**src/rtl/obb_pkg.sv**
```systemverilog
// Shared definitions for the OBB diagonalisation blocks: controller state
// codes, the identity scale used when the matrix mux seeds a run, and the
// matrix element width.
package obb_pkg;

   localparam int DATA_W = 21;
   localparam logic [DATA_W-1:0] IDENT_SCALE = 21'd100;

   // The codes are visible outside the controller (matrix mux, rotation
   // datapath), so they are fixed values rather than tool-chosen encodings.
   typedef enum logic [3:0] {
      ST_IDLE  = 4'b0000,
      ST_PIVOT = 4'b0010,
      ST_ROT   = 4'b0011,
      ST_CHECK = 4'b0100,
      ST_LOAD  = 4'b1001,
      ST_DONE  = 4'b1111
   } obb_state_e;

   // The matrix mux loads the scaled identity only in LOAD of the first sweep.
   function automatic logic load_identity(input obb_state_e st,
                                          input logic [2:0] iter);
      return (st == ST_LOAD) && (iter == 3'd0);
   endfunction

endpackage

```
**src/rtl/obb_wait_timer.sv**
```systemverilog
// Cycle counter guarding the ROT wait. clear zeroes it, enable counts one
// cycle, and expired flags the counting cycle in which the count reaches limit.
module obb_wait_timer #(
   parameter int CNT_W = 8
) (
   input  logic             clk,
   input  logic             rst_n,
   input  logic             clear,
   input  logic             enable,
   input  logic [CNT_W-1:0] limit,
   output logic             expired
);

   logic [CNT_W-1:0] cnt_q;
   logic [CNT_W-1:0] cnt_d;
   logic [CNT_W:0]   cnt_inc;

   // One extra bit so limit = all-ones compares without overflow.
   assign cnt_inc = {1'b0, cnt_q} + {{CNT_W{1'b0}}, 1'b1};
   assign expired = enable && (cnt_inc == {1'b0, limit});

   // Next count: clear wins over enable.
   always_comb begin
      cnt_d = cnt_q;
      if (clear) begin
         cnt_d = '0;
      end else if (enable) begin
         cnt_d = cnt_inc[CNT_W-1:0];
      end
   end

   // Count register.
   always_ff @(posedge clk or negedge rst_n) begin
      if (!rst_n) begin
         cnt_q <= '0;
      end else begin
         cnt_q <= cnt_d;
      end
   end

endmodule

```
**src/rtl/obb_iter_ctrl.sv**
```systemverilog
// Jacobi sweep controller for the OBB eigen-solver. Sequences
// LOAD -> PIVOT -> ROT -> CHECK per sweep, stops on convergence, on the
// last allowed sweep, or on a rotation timeout.
//
// Handshake: start is a one-cycle request honoured only in IDLE (ignored
// while busy, including the DONE cycle, and never queued); done is a
// one-cycle completion pulse; rot_done is honoured only in ROT and conv
// only in CHECK.
module obb_iter_ctrl
   import obb_pkg::*;
#(
   parameter int MAX_ITER    = 5,
   parameter int ROT_TIMEOUT = 15
) (
   input  logic       clk,
   input  logic       rst_n,
   input  logic       start,
   input  logic       conv,
   input  logic       rot_done,
   output logic [3:0] state,
   output logic [2:0] iteration_cnt,
   output logic       busy,
   output logic       done,
   output logic       timeout_err
);

   localparam logic [2:0] LAST_ITER = 3'(MAX_ITER - 1);
   localparam logic [7:0] ROT_LIMIT = 8'(ROT_TIMEOUT);

   logic       rst_meta_q;
   logic       rst_sync_q;
   obb_state_e state_q, state_d;
   logic [2:0] iter_q, iter_d;
   logic       terr_q, terr_d;
   logic       tmr_clear;
   logic       tmr_en;
   logic       tmr_expired;

   // Reset synchroniser: asserts immediately, releases two edges later.
   always_ff @(posedge clk or negedge rst_n) begin
      if (!rst_n) begin
         rst_meta_q <= 1'b0;
         rst_sync_q <= 1'b0;
      end else begin
         rst_meta_q <= 1'b1;
         rst_sync_q <= rst_meta_q;
      end
   end

   // The wait counter is zeroed in PIVOT so every ROT starts from zero.
   assign tmr_clear = (state_q == ST_PIVOT);
   assign tmr_en    = (state_q == ST_ROT) && !rot_done;

   obb_wait_timer #(
      .CNT_W (8)
   ) u_wait_timer (
      .clk     (clk),
      .rst_n   (rst_sync_q),
      .clear   (tmr_clear),
      .enable  (tmr_en),
      .limit   (ROT_LIMIT),
      .expired (tmr_expired)
   );

   // Next-state, sweep index and sticky timeout flag.
   always_comb begin
      state_d = state_q;
      iter_d  = iter_q;
      terr_d  = terr_q;
      case (state_q)
         ST_IDLE: begin
            if (start) begin
               state_d = ST_LOAD;
               iter_d  = 3'd0;
               terr_d  = 1'b0;
            end
         end
         ST_LOAD:  state_d = ST_PIVOT;
         ST_PIVOT: state_d = ST_ROT;
         ST_ROT: begin
            // rot_done beats a timeout landing in the same cycle.
            if (rot_done) begin
               state_d = ST_CHECK;
            end else if (tmr_expired) begin
               state_d = ST_DONE;
               terr_d  = 1'b1;
            end
         end
         ST_CHECK: begin
            if (conv || (iter_q == LAST_ITER)) begin
               state_d = ST_DONE;
            end else begin
               state_d = ST_LOAD;
               iter_d  = iter_q + 3'd1;
            end
         end
         ST_DONE:  state_d = ST_IDLE;
         default:  state_d = ST_IDLE;
      endcase
   end

   // Controller registers.
   always_ff @(posedge clk or negedge rst_sync_q) begin
      if (!rst_sync_q) begin
         state_q <= ST_IDLE;
         iter_q  <= 3'd0;
         terr_q  <= 1'b0;
      end else begin
         state_q <= state_d;
         iter_q  <= iter_d;
         terr_q  <= terr_d;
      end
   end

   assign state         = state_q;
   assign iteration_cnt = iter_q;
   assign busy          = (state_q != ST_IDLE);
   assign done          = (state_q == ST_DONE);
   assign timeout_err   = terr_q;

endmodule
```
**config.mk**
```make
export PLATFORM = sky130hd
export DESIGN_NAME = obb_iter_ctrl
export DESIGN_NICKNAME = d
export VERILOG_FILES = /design/src/rtl/obb_pkg.sv /design/src/rtl/obb_wait_timer.sv /design/src/rtl/obb_iter_ctrl.sv
export SDC_FILE = /design/constraint.sdc
export NUM_CORES = 1
export LEC_CHECK = 0
export ABC_CLOCK_PERIOD_IN_PS = 3100
export CAP_MARGIN = 20
export CORE_AREA = 4 4 64 66
export CTS_CLUSTER_DIAMETER = 40
export DETAILED_ROUTE_END_ITERATION = 8
export DIE_AREA = 0 0 68 70
export PLACE_DENSITY = 0.49
export SYNTH_ARGS = -nofsm -noshare
export SYNTH_HDL_FRONTEND = slang
export SYNTH_SLANG_ARGS = --single-unit
```
**constraint.sdc**
```tcl
create_clock -name clk -period 3.1 [get_ports clk]
set_input_delay 0.62 -clock clk [delete_from_list [all_inputs] [get_ports clk]]
set_output_delay 0.62 -clock clk [all_outputs]
set_load 0.03 [all_outputs]
```
==> metrics.cfg, run 1 <==
[synth]
yosysSeqAreaShare_pct = 44.2
synth_async_sr_flop_share_pct = 100
syn-instance-count = 108
syn_nets = 117
ys_seq_elements = 18
yosys.area.top_type = dfrtp_1
ys_warn_count = 0
ys_types = 32
synthFlopType = dfrtp_1
synth_enable_flop_cells = 0
avgSynthCellArea_um2 = 9.44
synth_area_um2 = 1020
synthTopCellsByArea = dfrtp_1 (44%), o21ai_0 (6.9%), ha_1 (4.9%)
synth_top_area_share_pct = 44.2

[power_and_ir_drop]
p_sw_uw = 413
sw_frac_of_total_pct = 43.6
cellInternalPower_uw = 534
p_leak_uw = 0.000517
power_frac_clock_pct = 15.5
p_per_area_nw_per_um2 = 761
p_comb_share_pct = 43.4
power.total_uw = 946
power_frac_seq_pct = 41.1
ir_worst_vdd_mv = 0.402

[final_layout]
nets = 134
nFillCells = 382
syn2layout_area_growth_pct = 22.0
final_common_cell = dfrtp_1
mostFrequentLayoutCells = dfrtp_1 (18), o21ai_0 (14), clkdlybuf4s50_1 (14)
final_cell_count_no_fill = 172
n_antenna_cell = 0
fin_area_um2 = 1240
drive_gt1_share_pct = 7.26

[grt]
overflow = 0
antenna_found_initial = 0
grt_usage_pct = 10.4
grt_pass1_vias = 769
grt_pass1_wl_um = 3860
grt_max_degree = 17

[detailed_routing]
wl_per_cell_um = 12.4
antenna_left = 0
num_vias = 830
drc = 0
avgViaCountPerCell = 4.83
drtIter0Drc = 95
wirelength_um = 2130
first_pass_iters = 4

[timing]
fin_skew_ps = 8.06
hold_viol = 0
setup_viol = 0
period_minus_slack_ps = 2730
grt_setup_unrepaired = false
worst_slack_ps = 375
fin_tns_setup_ps = 0
max_slew_margin_pct = 48.9
fin_crit_sh_pct = 87.9
slew_viol_final = 0
worst_slew_pin_slew_ps = 761
fmax_ghz = 0.367

[placement]
place_congestion = 0.771
hpwl_um = 1600
post_dp_cell_area_um2 = 1210
dp_cells = 168
portBuffers = 14
dpl_worst_slack_ps = 735

[floorplan]
pin_count = 15
initial_utilization_pct = 28.5
die_h_um = 70
die-area_um2 = 4760
core_region_area_um2 = 3580
num_rows = 22
die_w_um = 68

[cts]
hold_buffers = 0
root_buffer = clkbuf_4
cts-buffers-inserted = 3
clkLatencyLatePin_ps = 300
clock_sinks = 18
cts_setup_buffers = 0
cts_resized = 0
cts_buffer_depth = 2
htreeDepth = 1
path_clk_slew_ps = 110
cts_tree = yes

[worst_setup_path]
critPathArrivalTime_ps = 2110
endpoint_kind = output port
path_max_fanout = 11
cp_data_required_time_ps = 2480
path_class = reg2out
cp-start-kind = flop

[status]
status = finished clean

[flow_run]
max_cap_viol_count = 0

[min_path]
hold_path.class = reg2async

-- layer usage --
metal / vias to the layer above / share of wire, % / GRT usage [%]
met5: - / 0 / 0
met4: 0 / 0.47 / 1.99
met3: 2 / 5.1 / 3.54
met2: 16 / 45 / 15.1
met1: 392 / 50 / 14.8
li1: 420 / - / -
-- worst paths after layout --
kind | cells past startpoint | slack [ps] | to | startpoint
worst max-delay path | 3 | 370 | busy | state[3]$_DFFE_PN0P_
worst min-delay path | 0 | 270 | timeout_err$_DFFE_PN0P_ | rst_sync_q$_DFF_PN0_
worst max register to register | 4 | 1220 | u_wait_timer.cnt_q[6]$_DFFE_PN0P_ | state[3]$_DFFE_PN0P_
worst min register to register | 0 | 270 | timeout_err$_DFFE_PN0P_ | rst_sync_q$_DFF_PN0_
max in group asynchronous | 0 | 2410 | u_wait_timer.cnt_q[5]$_DFFE_PN0P_ | rst_sync_q$_DFF_PN0_
min in group clk | 0 | 360 | rst_sync_q$_DFF_PN0_ | rst_meta_q$_DFF_PN0_
-- critical path, stage by stage (launching register included) --
cell and delay (ps):
dfrtp_1 530, nor4_1 540, inv_1 120, clkdlybuf4s50_1 620
-- cell families (layout without fill, tap and decap cells) --
family | count (synthesis) | count (layout) | share of synthesized area [%]
AND/OR/NAND/NOR | 41 | 41 | 23.7
AO/OA/AOI/OAI | 30 | 30 | 17.9
flip-flops | 18 | 18 | 44.2
buffers and inverters | 8 | 24 | 3.80
other | 1 | 1 | 0.368
adder cells (fa/ha/maj) | 4 | 4 | 4.91
XOR/XNOR | 6 | 6 | 5.15
-- power by group through the flow --
stage | clock network (uW) | logic [uW] | registers, uW
2_1_floorplan | 0 | 236 | 424
3_3_place_gp | 0 | 410 | 392
3_5_place_dp | 0 | 412 | 395
4_1_cts | 155 | 414 | 390
5_1_grt | 165 | 464 | 403
6_report | 147 | 410 | 389
-- cell type report --
cell class	count	area [um^2]	area share (%)
clock buffers	4	36.3	2.92
inverters	5	18.8	1.51
multi-input cells	82	531	42.7
flip-flops and latches	18	450	36.2
well taps	48	60.1	4.83
repair buffers	15	148	11.9
-- cell usage after synthesis (2+ instances only) --
cell type / count
nand2_1: 7
ha_1: 4
a21oi_1: 3
o21ai_0: 14
and2_1: 2
a22o_1: 3
nor4_1: 2
nand3_1: 7
a211oi_1: 2
nor2_1: 10
a31oi_1: 3
xor2_1: 5
and3_1: 2
nand3b_1: 3
inv_1: 5
o31ai_1: 2
dfrtp_1: 18
nor3_1: 2
-- per-stage QoR --
step           utilization, %  hold slack (ps)
6_report                 34.8              268
5_1_grt                  34.8              348
4_1_cts                  34.8              320
3_5_place_dp             33.7              315
3_3_place_gp             33.7              302
2_1_floorplan               -              200
-- sequential cells by signal (all words and copies together), names as in the netlist --
name	flops
iteration_cnt	3
rst_meta_q	1
rst_sync_q	1
state	4
timeout_err	1
u_wait_timer.cnt_q	8
Power figures use the tool's default switching activity.
==> run 2: changes to the inputs <==
--- a/config.mk
+++ b/config.mk
@@ -5,13 +5,15 @@
 export SDC_FILE = /design/constraint.sdc
 export NUM_CORES = 1
 export LEC_CHECK = 0
+export ABC_AREA = 1
 export ABC_CLOCK_PERIOD_IN_PS = 3100
 export CAP_MARGIN = 20
-export CORE_AREA = 4 4 64 66
+export CORE_AREA = 4 4 63 65
 export CTS_CLUSTER_DIAMETER = 40
 export DETAILED_ROUTE_END_ITERATION = 8
-export DIE_AREA = 0 0 68 70
+export DIE_AREA = 0 0 67 69
 export PLACE_DENSITY = 0.49
 export SYNTH_ARGS = -nofsm -noshare
 export SYNTH_HDL_FRONTEND = slang
 export SYNTH_SLANG_ARGS = --single-unit
+export TNS_END_PERCENT = 5
==> run 2 against run 1 <==
Against the previous run: sequential power is 2% lower; global-route usage is 0.061 points lower; worst setup slack better by 370 ps; critical path depth is 1 higher; via count is 2.8% higher; clock-buffer cell count stayed put; non-clock buffer count is 1 lower; largest cell class unchanged; largest power group unchanged; highest routed layer unchanged.
==> metrics.cfg, run 2 <==
[floorplan]
die-area_um2 = 4620  ; was 4760 um^2
die_w_um = 67  ; was 68 um
initial_utilization_pct = 30.0  ; was 28.5%
num_rows = 21  ; was 22
pin_count = 15  ; unchanged
core_region_area_um2 = 3340  ; was 3580 um^2
die_h_um = 69  ; was 70 um

[detailed_routing]
drc = 0  ; unchanged
num_vias = 853  ; was 830
antenna_left = 0  ; unchanged
wl_per_cell_um = 10.9  ; was 12.4 um
avgViaCountPerCell = 4.54  ; was 4.83
first_pass_iters = 4  ; unchanged
drtIter0Drc = 39  ; was 95
wirelength_um = 2050  ; was 2130 um

[cts]
cts-buffers-inserted = 3  ; unchanged
clock_sinks = 18  ; unchanged
htreeDepth = 1  ; unchanged
cts_resized = 0  ; unchanged
path_clk_slew_ps = 110  ; about the same
hold_buffers = 0  ; unchanged
clkLatencyLatePin_ps = 290  ; was 300 ps
root_buffer = clkbuf_4  ; unchanged
cts_setup_buffers = 0  ; unchanged
cts_tree = yes  ; unchanged
cts_buffer_depth = 2  ; unchanged

[timing]
slew_viol_final = 0  ; unchanged
fin_tns_setup_ps = 0  ; unchanged
fmax_ghz = 0.424  ; was 0.367 GHz
grt_setup_unrepaired = false  ; unchanged
hold_viol = 0  ; unchanged
fin_skew_ps = 6.98  ; was 8.06 ps
period_minus_slack_ps = 2360  ; was 2730 ps
setup_viol = 0  ; unchanged
worst_slew_pin_slew_ps = 666  ; was 761 ps
max_slew_margin_pct = 55.6  ; was 48.9%
fin_crit_sh_pct = 76.1  ; was 87.9%

[placement]
place_congestion = 0.830  ; was 0.771
hpwl_um = 1650  ; was 1600 um
portBuffers = 14  ; unchanged
post_dp_cell_area_um2 = 1200  ; was 1210 um^2
dp_cells = 184  ; was 168

[worst_setup_path]
critPathArrivalTime_ps = 1740  ; was 2110 ps
path_class = reg2out  ; unchanged
reg2reg_depth = 12  ; was 4
cp-start-kind = flop  ; unchanged
cp_data_required_time_ps = 2480  ; about the same
r2r_end = timeout_err$_DFFE_PN0P_  ; was u_wait_timer.cnt_q[6]$_DFFE_PN0P_
endpoint_kind = output port  ; unchanged
path_max_fanout = 5  ; was 11
rr_startpoint = u_wait_timer.cnt_q[1]$_DFFE_PN0P_  ; was state[3]$_DFFE_PN0P_
r2r_slack_ps = 1420  ; was 1220 ps

[power_and_ir_drop]
power.total_uw = 968  ; was 946 uW
sw_frac_of_total_pct = 43.4  ; was 43.6%
p_sw_uw = 421  ; was 413 uW
p_comb_share_pct = 45.3  ; was 43.4%
p_per_area_nw_per_um2 = 784  ; was 761 nW/um^2
cellInternalPower_uw = 548  ; was 534 uW
p_leak_uw = 0.000560  ; was 0.000517 uW
power_frac_seq_pct = 39.5  ; was 41.1%
power_frac_clock_pct = 15.2  ; was 15.5%
ir_worst_vdd_mv = 0.258  ; was 0.402 mV

[grt]
grt_usage_pct = 10.3  ; was 10.4%
antenna_found_initial = 0  ; unchanged
grt_max_degree = 17  ; unchanged
grt_pass1_vias = 843  ; was 769
overflow = 0  ; unchanged
grt_pass1_wl_um = 3780  ; was 3860 um

[final_layout]
n_antenna_cell = 0  ; unchanged
syn2layout_area_growth_pct = 23.4  ; was 22.0%
nets = 152  ; was 134
mostFrequentLayoutCells = nand2_1 (35), dfrtp_1 (18), inv_1 (16)  ; was dfrtp_1 (18), o21ai_0 (14), clkdlybuf4s50_1 (14)
nFillCells = 353  ; was 382
final_core_util_pct = 37.0  ; was 34.8%
final_common_cell = nand2_1  ; was dfrtp_1
regMostFlops = u_wait_timer.cnt_q  ; unchanged
largest_reg_flops = 8  ; unchanged
fin_area_um2 = 1230  ; was 1240 um^2
drive_gt1_share_pct = 13.4  ; was 7.26%
final_cell_count_no_fill = 188  ; was 172

[status]
status = finished clean  ; unchanged

[synth]
syn-instance-count = 124  ; was 108
synth_async_sr_flop_share_pct = 100  ; unchanged
synth.most_common_cell = nand2_1  ; was dfrtp_1
yosys.area.top_type = dfrtp_1  ; unchanged
ys_types = 24  ; was 32
yosysSeqAreaShare_pct = 45.0  ; was 44.2%
synthTopCellsByArea = dfrtp_1 (45%), nand2_1 (13%), inv_1 (6.0%)  ; was dfrtp_1 (44%), o21ai_0 (6.9%), ha_1 (4.9%)
synth_enable_flop_cells = 0  ; unchanged
synth_area_um2 = 1000  ; was 1020 um^2
synth_commonest_cells = nand2_1 (35), dfrtp_1 (18), inv_1 (16), nor2_1 (8), nand3_1 (7)  ; was dfrtp_1 (18), o21ai_0 (14), nor2_1 (10), nand2_1 (7), nand3_1 (7)
syn_nets = 133  ; was 117
ys_warn_count = 0  ; unchanged
synthFlopType = dfrtp_1  ; unchanged
avgSynthCellArea_um2 = 8.07  ; was 9.44 um^2
synth_top_area_share_pct = 45.0  ; was 44.2%
ys_seq_elements = 18  ; unchanged

[min_path]
hold_path.class = reg2async  ; unchanged

[flow_run]
max_cap_viol_count = 0  ; unchanged

-- run 2: changes by cell type in the layout (fill, tap and decap cells not counted), sizes merged, moves of 3 or more --
cell and delta:
a31oi -3, xor2 -5, inv +14, nand2 +28
nand3b -3, o22ai +3, o21ai -7, nor4 -4
nor2 +5
-- run 2: cell type report --
type	count	area, um^2	area share, %
clock buffer	4	36.3	2.94
inverter	19	71.3	5.78
multi-input combinational	87	479	38.8
sequential	18	450	36.5
timing repair buffer	14	140	11.3
tap	46	57.6	4.66
-- run 2: kinds of logic after synthesis --
family | after synthesis | synth area share, %
flip-flops | 18 | 45.0
adder cells (fa/ha/maj) | 4 | 5.00
AND/OR/NAND/NOR | 63 | 29.6
other | 1 | 0.375
AO/OA/AOI/OAI | 18 | 12.0
XOR/XNOR | 1 | 0.875
buffers and inverters | 19 | 7.13
-- run 2: stage by stage --
stage | setup WS (ps) | hold WS, ps
floorplan | 1390 | 200
global placement | 1080 | 321
detailed placement | 1060 | 318
CTS | 717 | 316
global route | 649 | 360
finish | 741 | 275
-- run 2: worst max-delay path, cell delays in order (launching register included) --
cell and delay (ps):
dfrtp_1 430, or2_4 280, nor2_4 100, inv_2 50, clkdlybuf4s50_1 580
-- run 2: worst max-delay path by stage --
stage / startpoint / end / slack, ps / cells past startpoint
global placement: state[0]$_DFFE_PN0P_ / busy / 1080 / 4
detailed placement: state[0]$_DFFE_PN0P_ / busy / 1060 / 4
finish: state[0]$_DFFE_PN0P_ / busy / 740 / 4
floorplan: state[3]$_DFFE_PN0P_ / done / 1390 / 2
CTS: state[0]$_DFFE_PN0P_ / busy / 720 / 4
global route: state[2]$_DFFE_PN0P_ / busy / 650 / 5
-- run 2: layer usage --
| layer | wire length, um | GRT usage [%] |
|---|---|---|
| met1 | 1020 | 14.3 |
| met2 | 927 | 15.6 |
| met3 | 90 | 3.73 |
| met4 | 10 | 1.35 |
| met5 | 0 | 0 |
-- run 2: power by group through the flow --
stage | Sequential, uW | Combinational, uW | Clock [uW]
after detailed placement | 387 | 447 | 0
after CTS | 383 | 448 | 154
final | 382 | 439 | 147
after global routing | 396 | 501 | 164
after floorplan | 414 | 282 | 0
after global placement | 385 | 442 | 0
==> run 3: changes to the inputs <==
--- a/config.mk
+++ b/config.mk
@@ -6,7 +6,7 @@
 export NUM_CORES = 1
 export LEC_CHECK = 0
 export ABC_AREA = 1
-export ABC_CLOCK_PERIOD_IN_PS = 3100
+export ABC_CLOCK_PERIOD_IN_PS = 2360
 export CAP_MARGIN = 20
 export CORE_AREA = 4 4 63 65
 export CTS_CLUSTER_DIAMETER = 40
==> constraint.sdc (replaced) <==
create_clock -name clk -period 2.36 [get_ports clk]
set_input_delay 0.472 -clock clk [delete_from_list [all_inputs] [get_ports clk]]
set_output_delay 0.472 -clock clk [all_outputs]
set_load 0.03 [all_outputs]
==> results of run 3 <==
The final DEF is identical to that of run 2. Status: finished clean.
Among the figures that moved: setup slack after placement 1060 ps -> 472 ps; setup slack after layout 741 ps -> 149 ps; register-to-register setup slack 1420 ps -> 680 ps; total power 968 uW -> 1270 uW; worst IR drop on VDD 0.258 mV -> 0.338 mV
